==> src/rtl/conv_mac_seq.sv <==
// Sequential 1-D convolution MAC: snapshots an N-tap window on start, accumulates
// one tap product per cycle against a programmable signed kernel, then rounds,
// normalizes and clamps to one output pixel held on a valid/ready handshake.
// Optional feature macro: CONV_MAC_ABS_EN (clamp |t| instead of t).
module conv_mac_seq #(
    parameter int unsigned N     = 11,
    parameter int unsigned B     = 8,
    parameter int unsigned CW    = 8,
    parameter int unsigned SHIFT = 6,
    parameter int unsigned OW    = 8
) (
    input  logic                    clk,
    input  logic                    rstn,
    input  logic                    coef_we,
    input  logic [$clog2(N)-1:0]    coef_addr,
    input  logic signed [CW-1:0]    coef_din,
    input  logic                    start,
    input  logic [B-1:0]            win [N-1:0],
    output logic                    busy,
    output logic [OW-1:0]           result,
    output logic                    result_valid,
    input  logic                    result_ready
);

    localparam int unsigned IW = $clog2(N);
    localparam int unsigned PW = B + CW + 1;
    localparam int unsigned AW = B + CW + IW + 1;
    localparam logic signed [AW-1:0] RND  = (SHIFT > 0) ? AW'(1 << (SHIFT - 1)) : '0;
    localparam logic signed [AW-1:0] OMAX = AW'((64'(1) << OW) - 64'(1));

    typedef enum logic [1:0] {
        S_IDLE = 2'd0,
        S_MAC  = 2'd1,
        S_NORM = 2'd2,
        S_HOLD = 2'd3
    } state_t;

    state_t                 state;
    state_t                 state_nxt;
    logic signed [AW-1:0]   acc;
    logic [IW-1:0]          idx;
    logic [B-1:0]           win_q  [N-1:0];
    logic signed [CW-1:0]   coef_q [N-1:0];

    logic signed [PW-1:0]   prod_c;
    logic signed [AW-1:0]   acc_add_c;
    logic signed [AW-1:0]   sum_c;
    logic signed [AW-1:0]   t_c;
    logic signed [AW-1:0]   mag_c;
    logic [OW-1:0]          clamp_c;

    // State register
    always_ff @(posedge clk) begin
        if (!rstn) begin
            state <= S_IDLE;
        end else begin
            state <= state_nxt;
        end
    end

    // Next-state decode
    always_comb begin
        state_nxt = state;
        case (state)
            S_IDLE:  if (start) state_nxt = S_MAC;
            S_MAC:   if (idx == IW'(N - 1)) state_nxt = S_NORM;
            S_NORM:  state_nxt = S_HOLD;
            S_HOLD:  if (result_ready) state_nxt = S_IDLE;
            default: state_nxt = S_IDLE;
        endcase
    end

    // Tap product, accumulate, round/shift and clamp arithmetic
    always_comb begin
        prod_c    = PW'($signed({1'b0, win_q[idx]})) * PW'(coef_q[idx]);
        acc_add_c = acc + AW'(prod_c);
        sum_c     = acc + RND;
        t_c       = sum_c >>> SHIFT;
`ifdef CONV_MAC_ABS_EN
        mag_c     = t_c[AW-1] ? -t_c : t_c;
`else
        mag_c     = t_c;
`endif
        if (mag_c[AW-1]) begin
            clamp_c = '0;
        end else if (mag_c > OMAX) begin
            clamp_c = '1;
        end else begin
            clamp_c = mag_c[OW-1:0];
        end
    end

    // Datapath registers: coefficients, window snapshot, accumulator, result
    always_ff @(posedge clk) begin
        if (!rstn) begin
            acc          <= '0;
            idx          <= '0;
            busy         <= 1'b0;
            result       <= '0;
            result_valid <= 1'b0;
            for (int i = 0; i < int'(N); i++) begin
                win_q[i]  <= '0;
                coef_q[i] <= '0;
            end
        end else begin
            busy <= (state_nxt != S_IDLE);
            case (state)
                S_IDLE: begin
                    if (coef_we && (32'(coef_addr) < N)) begin
                        coef_q[coef_addr] <= coef_din;
                    end
                    if (start) begin
                        win_q <= win;
                        acc   <= '0;
                        idx   <= '0;
                    end
                end
                S_MAC: begin
                    acc <= acc_add_c;
                    idx <= (idx == IW'(N - 1)) ? '0 : idx + IW'(1);
                end
                S_NORM: begin
                    result       <= clamp_c;
                    result_valid <= 1'b1;
                end
                S_HOLD: begin
                    if (result_ready) result_valid <= 1'b0;
                end
                default: ;
            endcase
        end
    end

endmodule
==> config.mk <==
export PLATFORM = sky130hd
export DESIGN_NAME = conv_mac_seq
export DESIGN_NICKNAME = d
export VERILOG_FILES = /design/src/rtl/conv_mac_seq.sv
export SDC_FILE = /design/constraint.sdc
export NUM_CORES = 1
export LEC_CHECK = 0
export CORE_UTILIZATION = 58
export CTS_CLUSTER_DIAMETER = 120
export DETAILED_ROUTE_END_ITERATION = 10
export PLACE_DENSITY = 0.9
export SLEW_MARGIN = 20
export SYNTH_ARGS = -nofsm -noshare
export SYNTH_HDL_FRONTEND = slang
export SYNTH_SLANG_ARGS = --single-unit
==> constraint.sdc <==
create_clock -name clk -period 7.2 [get_ports clk]
set_input_delay 1.08 -clock clk [delete_from_list [all_inputs] [get_ports clk]]
set_output_delay 1.08 -clock clk [all_outputs]
set_load 0.005 [all_outputs]
Yosys cells after proc, flatten, opt, wreduce, memory -nomap -nowiden
Memories as Yosys holds them, arrays and structs flattened. A register that Yosys moved wholly into a read port is not among the register bits. Index checks and enable logic that the tools add are counted.

Bits in registers: 125. Memory bits (writable): 88. Input port bits: 105. Output and inout port bits: 10. Logic and storage cells: 65. Memories: 1.

Add/subtract/negate cells: 3. $mul: 1. Order comparisons: 3. Equality and inequality tests: 6. Mux-type cells: 25. Reduce and logical (&&, ||, !) cells: 9.

Memories: coef_q (depth 11, width 8, read ports 1, clocked after memory_dff 1, write ports 11, line 43) `logic signed [CW-1:0] coef_q [N-1:0];`.

Operators by type and width (count): case mux 21 bit (2 select lines) (1); binary-select mux 8 bit (select 4 bit) (1); 2-to-1 mux 8 bit (4); adder 21 x 17 -> 21 bit (1); adder 21 x 7 -> 21 bit (second input constant) (1); 2-to-1 mux 21 bit (1); 2-to-1 mux 4 bit (5); multiplier 9 x 8 -> 17 bit (1); > comparator 15 x 9 -> 1 bit (second input constant) (1); case mux 2 bit (4 select lines) (1); case mux 4 bit (2 select lines) (1); OR reduction 8 bit (1); 2-to-1 mux 1 bit (7); 2-to-1 mux 2 bit (3); AND reduction 2 bit (3); nonzero test 2 bit (3); < comparator 4 x 5 -> 1 bit (second input constant) (1); adder 4 x 1 -> 4 bit (second input constant) (1); equality test 2 bit (second input constant) (2); equality test 4 bit (second input constant) (1); < comparator 4 bit (second input constant) (1); inequality test 2 bit (second input constant) (2); equality test 2 x 1 -> 1 bit (second input constant) (1); logical NOT 2 bit (1); other kinds (2) (2).

Depth between registers and ports, before layout
Gate-level depths: netlist (run 1).

Word-level depth: 8. Gate-level depth with buffers: 24. Depth with buffers taken out: 22.

Worst setup path after synthesis (run 1)
No wires, ideal clock.

Path type: flip-flop to flip-flop. Start: register idx[0]. End: register acc[10]. Library setup time: 118 ps. Data arrival time: 5602 ps. Required time: 7082 ps. Path slack: 1480 ps. Cell stages (with the launch flop): 20. Path buffers: 1. Clock period less this slack: 5720 ps. Cells stage by stage: dfxtp_1 -> buf_2 -> mux4_2 -> mux2i_1 -> nor2_1 -> a21oi_1 -> nand2_1 -> fa_1 -> fa_1 -> inv_1 -> fa_1 -> fa_1 -> fa_1 -> ha_1 -> o21ai_0 -> a21oi_1 -> o21a_1 -> or3_1 -> a32oi_1 -> nor2b_1.

Word-level cells in the longest chain between the ends: 5.

RTL lines: start, declared (line 41) `logic [IW-1:0] idx;`; start signal, assigned (line 120) `idx <= (idx == IW'(N - 1)) ? '0 : idx + IW'(1);`; binary-select mux 8 bit (select 4 bit) (line 75) `prod_c = PW'($signed({1'b0, win_q[idx]})) * PW'(coef_q[idx]);`; 2-to-1 mux 8 bit (implied by the code) (line 75); multiplier 9 x 8 -> 17 bit (line 75); adder 21 x 17 -> 21 bit (line 76) `acc_add_c = acc + AW'(prod_c);`; case mux 21 bit (2 select lines) (line 107) `case (state)`; end signal, assigned (line 96) `acc <= '0;`; end signal, assigned (line 114) `acc <= '0;`; end signal, assigned (line 119) `acc <= acc_add_c;`; end, declared (line 40) `logic signed [AW-1:0] acc;`.

No other way between the ends. The select of a mux whose other input is x is not followed. A chain may end at the register's enable or synchronous reset.

==> results of run 1 <==
[power by group through the flow]
stage / Clock, mW / Sequential [mW] / Combinational [mW]
floorplan: 0 / 1.66 / 0.514
global placement: 0 / 1.68 / 0.684
detailed placement: 0 / 1.69 / 0.710
CTS: 1.30 / 1.66 / 0.718
global route: 1.36 / 1.66 / 0.805
finish: 1.29 / 1.66 / 0.720
[synthesized netlist by cell type, drive strengths merged, types with 4 or more instances]
cell / instances
xor2: 4
o211ai: 8
a21o: 5
a31oi: 7
mux4: 50
a21oi: 20
nand3: 23
a21boi: 95
o21ai: 36
ha: 67
fa: 51
or2: 5
o22ai: 4
mux2i: 31
nand2b: 20
edfxtp: 120
dfxtp: 137
mux2: 7
nor2: 130
and2: 7
clkbuf: 48
nor3: 8
buf: 18
inv: 76
nand4: 5
nor2b: 28
nand2: 256
xnor2: 21
[sequential cells by signal, indices dropped and copies added, names as in the netlist, named ones only]
signal,flops
acc,21
busy,1
coef_q,128
idx,4
result,8
result_valid,1
state,2
win_q,88
[worst max-delay path by stage]
stage / endpoint / slack (ns)
3_5_place_dp: acc[14]$_SDFFE_PN0P_ / 0.73
5_1_grt: acc[14]$_SDFFE_PN0P_ / 0.36
3_3_place_gp: acc[20]$_SDFFE_PN0P_ / 0.89
6_report: acc[14]$_SDFFE_PN0P_ / 0.66
4_1_cts: acc[14]$_SDFFE_PN0P_ / 0.72
2_1_floorplan: acc[10]$_SDFFE_PN0P_ / 1.48
[routing by layer]
layer,track usage,up-vias,wire (um)
li1,-,4775,-
met1,0.363,5113,13600
met2,0.496,450,16700
met3,0.0407,81,2340
met4,0.0952,0,1020
met5,0,-,0
[metrics by stage]
step	util	instances	hold slack (ns)	setup slack, ns
final	0.694	1792	0.461	0.657
after global routing	0.694	1792	0.495	0.356
after CTS	0.694	1792	0.464	0.720
after detailed placement	0.659	1744	0.456	0.732
after global placement	0.659	1744	0.450	0.891
after floorplan	-	1360	0.440	1.48
[area by class of cell]
class                   count  area, sq um  area share
multi-input cells         961         7260       0.443
flip-flops and latches    257         6350       0.387
clock inverters             9         60.1     0.00366
inverters                  76          285      0.0174
clock buffers              39          761      0.0464
well taps                 319          399      0.0244
repair buffers            131         1280      0.0780
[kinds of logic after synthesis]
logic type / Yosys count
AND/OR/NAND/NOR: 496
flip-flops: 257
AO/OA/AOI/OAI: 194
buffers and inverters: 142
adder cells (fa/ha/maj): 118
multiplexers: 88
XOR/XNOR: 25
other: 1
[worst max-delay path, delay by kind of cell, from the launching register on]
kind / cells / cell delay [ns]
adder cells (fa/ha/maj): 7 / 2.54
multiplexers: 2 / 1.18
AO/OA/AOI/OAI: 4 / 0.92
buffers and inverters: 4 / 0.89
AND/OR/NAND/NOR: 2 / 0.40
flip-flops: 1 / 0.31
XOR/XNOR: 1 / 0.15
==> flow_metrics.tcl, run 1 <==
set metrics [dict create \
    run_status "finished, final reports clean" \
    cts_tree "built" \
    arrival_ns 6.95 \
    synth_top_area_share 0.257 \
    synthSimpleGateAreaFrac 0.153 \
    cts_resized 0 \
    cts_buffers 26 \
    power_frac_seq 0.452 \
    ys_seq_area_frac 0.453 \
    grt_antenna_before_repair 0 \
    reg2reg_depth 20 \
    synth_compound_area_frac 0.0970 \
    yosysTopAreaCell "edfxtp_1" \
    drive_above_1_share 0.0923 \
    power.density_nw_per_um2 224 \
    critPathCaptureType "flop" \
    syn_area_sq_um 14000 \
    crit_slowest_cell "mux4_2" \
    dpl.hpwl_um 24100 \
    max_stage_delay_ns 0.63 \
    hp-class "flop to flop" \
    rrSetupSlack_ns 0.66 \
    worstSetupPathType "flop to flop" \
    tightest_slew_ns 1.11 \
    critPathMaxFanout 23 \
    hold_path_startpoint "win_q[25]$_SDFFE_PN0P_" \
    drt_wl_total_um 33700 \
    track_usage 0.284 \
    fin_tns_setup_ns 0 \
    vdd_drop_max_mv 0.212 \
    wl_per_cell_um 18.8 \
    row_count 56 \
    synth-warning-count 0 \
    portBuffers 114 \
    die_w_um 157 \
    finalCriticalPeriod_ns 6.54 \
    min_path_cells 2 \
    cts_max_level 1 \
    postSynth.asyncResetShare 0 \
    insertion_delay_ns 0.53 \
    comb_power_share 0.196 \
    crit_chain "buf_4 > buf_4 > mux4_2 > mux4_2 > nand2b_1 > fa_1 > inv_1 > fa_1 > ha_1 > fa_1 > ha_1 > ha_1 > inv_1 > fa_1 > nand2b_1 > a21oi_1 > o21ai_0 > o21ai_0 > xnor2_1 > o21ai_0" \
    nets 1676 \
    hold_viol 0 \
    p_int_mw 2.66 \
    drc 0 \
    n_antenna_cell 0 \
    hold-path-endpoint "win_q[25]$_SDFFE_PN0P_" \
    chipHeight_um 157 \
    pwr-share-clk 0.352 \
    hold_buffers 0 \
    power_mw 3.67 \
    numClockSinks 257 \
    p_switching_mw 1.01 \
    grt_max_degree 114 \
    clock_skew_ns 0.0242 \
    maxCapViolCount 0 \
    sw_frac_of_total 0.275 \
    crit_top_cell "fa_1" \
    slew_violations 0 \
    initialDrtViolationCount 871 \
    ant_nets 0 \
    start_util 0.594 \
    finalInstanceArea_sq_um 16400 \
    netlist_top_cells_area "edfxtp_1 (26%), dfxtp_1 (20%), mux4_2 (8.0%)" \
    required_ns 7.61 \
    muxShareOfSynthArea 0.109 \
    setup_violations 0 \
    grt_pass1_vias 10600 \
    place_area_sq_um 15600 \
    synth-seq-cells 257 \
    period_share 0.909 \
    num-fill-cells 1656 \
    grt_pass1_wl_um 54500 \
    synth-main-ff-cell "dfxtp_1" \
    rsz0062_at_grt "false" \
    gr-total-overflow 0 \
    root_buffer "clkbuf_16" \
    synthDistinctLibCells 65 \
    worst_setup_path_start_kind "flop" \
    syn-instance-count 1321 \
    via_count 10400 \
    dieArea_sq_um 24800 \
    drt-pass1-iter-count 5 \
    final_cell_mix "nand2_1 (255), dfxtp_1 (136), nor2_1 (130)" \
    leakage_nw 6.48 \
    core-area_sq_um 23600 \
    reg2reg_to "acc[14]$_SDFFE_PN0P_" \
    syn_area_per_cell_sq_um 10.6 \
    fmax_mhz 153 \
    clock_path_buffers 3 \
    clk_pin_slew_ns 0.06 \
    synth_adder_area_share 0.133 \
    post_cts_buffers 0 \
    synth_top_family_by_area "simple AND/OR/NAND/NOR gates" \
    gp_congestion 0.901 \
    ios 115 \
    syn2layout_area_growth_pct 16.9 \
    synth-edff-count 120 \
    viasPerCell 5.81 \
    synth_xor_area_frac 0.0156 \
    layout_commonest_cell "nand2_1" \
    slew_headroom 0.254 \
]
Power figures use the tool's default switching activity.
==> inputs of run 2 (changes only) <==
--- a/config.mk
+++ b/config.mk
@@ -5,11 +5,12 @@
 export SDC_FILE = /design/constraint.sdc
 export NUM_CORES = 1
 export LEC_CHECK = 0
+export CORE_ASPECT_RATIO = 0.8
 export CORE_UTILIZATION = 58
 export CTS_CLUSTER_DIAMETER = 120
 export DETAILED_ROUTE_END_ITERATION = 10
 export PLACE_DENSITY = 0.9
-export SLEW_MARGIN = 20
+export REMOVE_ABC_BUFFERS = 1
 export SYNTH_ARGS = -nofsm -noshare
 export SYNTH_HDL_FRONTEND = slang
 export SYNTH_SLANG_ARGS = --single-unit
==> run 2 against run 1 <==
Against the previous run: fmax down 0.31%; sequential share of layout area about the same; combinational power about the same; worst hold slack better by 0.0063 ns; largest cell class unchanged.
==> flow_metrics.tcl, run 2 (synthesized netlist as in run 1, its figures left out) <==
set metrics [dict create \
    post_cts_buffers 0 \
    hold_buffers 0 \
    ant_nets 0 \
    critPathMaxFanout 21 \
    required_ns 7.62 \
    dpl.hpwl_um 23400 \
    reg2reg_to "acc[13]$_SDFFE_PN0P_" \
    numClockSinks 257 \
    drt-pass1-iter-count 6 \
    drt_wl_total_um 33500 \
    portBuffers 114 \
    min_path_cells 2 \
    cts_tree "built" \
    row_count 50 \
    nets 1672 \
    grt_antenna_before_repair 1 \
    grt_pass1_vias 10500 \
    die_w_um 176 \
    grt_pass1_wl_um 53300 \
    hold_path_startpoint "win_q[82]$_SDFFE_PN0P_" \
    slew_violations 0 \
    critPathCaptureType "flop" \
    hp-class "flop to flop" \
    clk_pin_slew_ns 0.06 \
    clock_skew_ns 0.00751 \
    power_mw 3.71 \
    final_util 0.694 \
    hold-path-endpoint "win_q[82]$_SDFFE_PN0P_" \
    dp.cells 1734 \
    root_buffer "clkbuf_16" \
    via_count 10300 \
    worstSetupPathType "flop to flop" \
    regMostFlops "coef_q" \
    layout_commonest_cell "nand2_1" \
    cts_max_level 1 \
    gp_congestion 0.938 \
    rrSetupSlack_ns 0.64 \
    tightest_slew_ns 1.10 \
    reg_top3 "coef_q x128, win_q x88, acc x21" \
    initialDrtViolationCount 1061 \
    fin_tns_setup_ns 0 \
    fin_cells 1781 \
    maxCapViolCount 0 \
    drive_above_1_share 0.0892 \
    insertion_delay_ns 0.54 \
    gr-total-overflow 0 \
    cts_buffers 25 \
    r2r-start "idx[0]$_SDFFE_PN0P_" \
    grt_max_degree 99 \
    arrival_ns 6.98 \
    rsz0062_at_grt "false" \
    ios 115 \
    hold_viol 0 \
    run_status "finished, final reports clean" \
    period_share 0.912 \
    cts_resized 0 \
    viasPerCell 5.81 \
    chipHeight_um 141 \
    worst_setup_path_start_kind "flop" \
    slew_headroom 0.263 \
    wl_per_cell_um 18.8 \
    dieArea_sq_um 24800 \
    track_usage 0.275 \
    drc 0 \
    syn2layout_area_growth_pct 16.8 \
    finalCriticalPeriod_ns 6.56 \
    start_util 0.594 \
    largest_reg_flops 128 \
    reg2reg_depth 18 \
    power.density_nw_per_um2 226 \
    vdd_drop_max_mv 0.275 \
    core-area_sq_um 23600 \
    setup_violations 0 \
    fmax_mhz 152 \
    clock_path_buffers 3 \
    leakage_nw 6.48 \
    final_cell_mix "nand2_1 (255), dfxtp_1 (136), nor2_1 (130)" \
]
==> run 2: cell types whose count changed in the layout (fill, tap and decap cells not counted), moves of 2 or more <==
cell	before	now
clkinv_2	7	5
clkbuf_8	4	1
buf_4	17	14
clkbuf_1	8	4
clkinv_1	0	3
==> run 2: how the worst max path moves through the flow <==
stage	from	end	slack (ns)	cells after the start
2_1_floorplan	flop	acc[10]$_SDFFE_PN0P_	0.56	18
3_3_place_gp	idx[0]$_SDFFE_PN0P_	acc[13]$_SDFFE_PN0P_	0.90	19
3_5_place_dp	idx[0]$_SDFFE_PN0P_	acc[13]$_SDFFE_PN0P_	0.70	18
4_1_cts	idx[0]$_SDFFE_PN0P_	acc[13]$_SDFFE_PN0P_	0.66	18
5_1_grt	idx[0]$_SDFFE_PN0P_	acc[15]$_SDFFE_PN0P_	0.28	19
6_report	idx[0]$_SDFFE_PN0P_	acc[13]$_SDFFE_PN0P_	0.64	18
==> run 2: report_power, final <==
group	internal, mW	total, mW	switching (mW)
clock	0.756	1.33	0.571
sequential	1.60	1.66	0.0549
combinational	0.322	0.722	0.399
total	2.68	3.71	1.03
==> run 2: per-stage QoR <==
stage | area (sq um) | setup WS [ns] | hold WS, ns
final | 16400 | 0.637 | 0.468
after global routing | 16400 | 0.282 | 0.486
after CTS | 16400 | 0.658 | 0.467
after detailed placement | 15500 | 0.698 | 0.458
after global placement | 15500 | 0.902 | 0.450
after floorplan | 13900 | 0.555 | 0.440
==> run 2: critical path, cell delays in order (launching register included) <==
cell and delay [ns]:
dfxtp_1 0.69, buf_4 0.40, mux4_2 0.56, mux2i_1 0.21, o22ai_1 0.28, nand2b_1 0.18, fa_1 0.45, fa_1 0.55
inv_1 0.06, fa_1 0.51, fa_1 0.58, fa_1 0.43, ha_1 0.34, o21ai_0 0.13, o21ai_0 0.37, a31oi_1 0.19
o21ai_0 0.26, xnor2_1 0.14, o21ai_0 0.08
==> run 2: layout make-up <==
| type | instances | area [sq um] |
|---|---|---|
| multi-input combinational | 961 | 7260 |
| tap | 312 | 390 |
| clock buffer | 33 | 729 |
| sequential | 257 | 6350 |
| inverter | 76 | 285 |
| fill | 1634 | 7210 |
| antenna | 1 | 2.50 |
| clock inverter | 13 | 105 |
| timing repair buffer | 128 | 1260 |
==> run 2: layer usage <==
layer | track usage | share of wire | up-vias
li1 | - | - | 4771
met1 | 0.368 | 0.41 | 5049
met2 | 0.453 | 0.49 | 450
met3 | 0.0558 | 0.083 | 77
met4 | 0.0824 | 0.024 | 0
met5 | 0 | 0 | -
==> inputs of run 3 (changes only) <==
--- a/config.mk
+++ b/config.mk
@@ -6,6 +6,7 @@
 export NUM_CORES = 1
 export LEC_CHECK = 0
 export CORE_ASPECT_RATIO = 0.8
+export CORE_MARGIN = 5
 export CORE_UTILIZATION = 58
 export CTS_CLUSTER_DIAMETER = 120
 export DETAILED_ROUTE_END_ITERATION = 10
==> run 3 against run 2 <==
Against the previous run: wire length up 4.1%; sequential power about the same; fmax about the same; critical path type unchanged; largest power group unchanged.
==> flow_metrics.tcl, run 3 (synthesized netlist as in run 1, its figures left out) <==
set metrics [dict create \
    run_status "finished, final reports clean" \
    vdd_drop_max_mv 0.257 \
    cp_num_buf_inv 2 \
    portBuffers 114 \
    p_switching_mw 1.04 \
    maxCapViolCount 0 \
    nets 1669 \
    clock_skew_ns 0.0132 \
    drc 0 \
    crit_cells 19 \
    clk_pin_slew_ns 0.07 \
    max_stage_delay_ns 0.64 \
    hold_viol 0 \
    drive_above_1_share 0.0881 \
    wl_per_cell_um 19.6 \
    dieArea_sq_um 27400 \
    p_int_mw 2.79 \
    period_share 0.912 \
    cts_tree "built" \
    required_ns 7.62 \
    crit_chain "mux4_2 > mux2i_1 > nor2_1 > a21oi_1 > nor2_1 > fa_1 > inv_1 > fa_1 > inv_1 > fa_1 > fa_1 > fa_1 > ha_1 > o21ai_0 > a21oi_1 > o21ai_0 > o21ai_0 > xnor2_1 > o21ai_0" \
    viasPerCell 5.91 \
    critPathCaptureType "flop" \
    syn2layout_area_growth_pct 17.1 \
    largest_reg_flops 128 \
    layout_commonest_cell "nand2_1" \
    power_frac_seq 0.433 \
    arrival_ns 6.99 \
    chipHeight_um 149 \
    clock_path_buffers 3 \
    dpl.hpwl_um 24400 \
    cts_max_level 1 \
    final_cell_mix "nand2_1 (255), dfxtp_1 (136), nor2_1 (130)" \
    pwr-share-clk 0.379 \
    crit_slowest_cell "dfxtp_1" \
    track_usage 0.254 \
    via_count 10500 \
    comb_power_share 0.188 \
    grt_max_degree 99 \
    setup_violations 0 \
    drt-pass1-iter-count 5 \
    regMostFlops "coef_q" \
    insertion_delay_ns 0.55 \
    final_util 0.696 \
    gp_congestion 0.945 \
    worstSetupPathType "flop to flop" \
    grt_pass1_wl_um 55300 \
    slew_headroom 0.275 \
    finalCriticalPeriod_ns 6.57 \
    hold_buffers 0 \
    ant_nets 0 \
    n_antenna_cell 0 \
    row_count 50 \
    hp-class "flop to flop" \
    root_buffer "clkbuf_16" \
    power.density_nw_per_um2 233 \
    gr-total-overflow 0 \
    cts_buffers 25 \
    sw_frac_of_total 0.271 \
    grt_antenna_before_repair 0 \
    critPathTopFamily "adder cells" \
    core-area_sq_um 23600 \
    worst_setup_path_start_kind "flop" \
    leakage_nw 6.48 \
    numClockSinks 257 \
    min_path_cells 2 \
    grt_pass1_vias 10500 \
    fin_tns_setup_ns 0 \
    critPathMaxFanout 8 \
    fmax_mhz 152 \
    die_w_um 184 \
    drt_wl_total_um 34800 \
    rsz0062_at_grt "false" \
    ios 115 \
    initialDrtViolationCount 958 \
    slew_violations 0 \
    start_util 0.594 \
    reg_top3 "coef_q x128, win_q x88, acc x21" \
    tightest_slew_ns 1.09 \
    reg2reg_depth 19 \
    crit_top_cell "fa_1" \
]
run 3: per-layer routing:
metal  track usage  routed length, um  vias to the layer above  share of wire
met5             0                  0                        -              0
met4        0.0721               1000                        0          0.029
met1         0.343              13800                     5171           0.40
met2         0.422              17100                      478           0.49
met3        0.0524               2940                       92          0.084
li1              -                  -                     4760              -
run 3: final cells by class:
type	count	area [sq um]
Inverter	76	285
Clock inverter	15	240
Multi-Input combinational cell	961	7260
Tap cell	312	390
Sequential cell	257	6350
Timing Repair Buffer	125	1230
Fill cell	1569	7170
Clock buffer	31	658
run 3: timing repair:
action,4_1_cts,5_1_grt
gates resized for setup,0,1
buffers inserted,0,0
endpoints found under the setup margin,0,4
run 3: path summary, 6_finish.rpt:
check / from / to / slack [ns]
worst max register to register: idx[0]$_SDFFE_PN0P_ / acc[14]$_SDFFE_PN0P_ / 0.63
worst min-delay path: win_q[39]$_SDFFE_PN0P_ / win_q[39]$_SDFFE_PN0P_ / 0.47
worst min register to register: win_q[39]$_SDFFE_PN0P_ / win_q[39]$_SDFFE_PN0P_ / 0.47
worst max-delay path: idx[0]$_SDFFE_PN0P_ / acc[14]$_SDFFE_PN0P_ / 0.63
run 3: stage by stage:
stage | total power, mW | std cells | setup slack [ns] | instance area (sq um) | hold slack (ns)
after detailed placement | 2.39 | 1731 | 0.608 | 15500 | 0.457
after CTS | 3.83 | 1777 | 0.560 | 16400 | 0.466
after floorplan | 2.16 | 1294 | 0.555 | 13900 | 0.440
final | 3.83 | 1777 | 0.631 | 16400 | 0.465
after global routing | 4.00 | 1777 | 0.105 | 16400 | 0.490
after global placement | 2.36 | 1731 | 0.883 | 15500 | 0.451
run 3: worst register-to-register path, cell delays in order (launching register included):
cell	delay [ns]
dfxtp_1	0.64
mux4_2	0.57
mux2i_1	0.27
nor2_1	0.08
a21oi_1	0.59
nor2_1	0.15
fa_1	0.50
inv_1	0.05
fa_1	0.48
inv_1	0.06
fa_1	0.50
fa_1	0.57
fa_1	0.44
ha_1	0.36
o21ai_0	0.13
a21oi_1	0.31
o21ai_0	0.24
o21ai_0	0.27
xnor2_1	0.14
o21ai_0	0.08
run 3: power by group through the flow:
| stage | logic [mW] | clock network (mW) | registers, mW |
|---|---|---|---|
| floorplan | 0.481 | 0 | 1.68 |
| global placement | 0.674 | 0 | 1.68 |
| detailed placement | 0.704 | 0 | 1.69 |
| CTS | 0.715 | 1.46 | 1.66 |
| global route | 0.808 | 1.52 | 1.67 |
| finish | 0.721 | 1.45 | 1.66 |
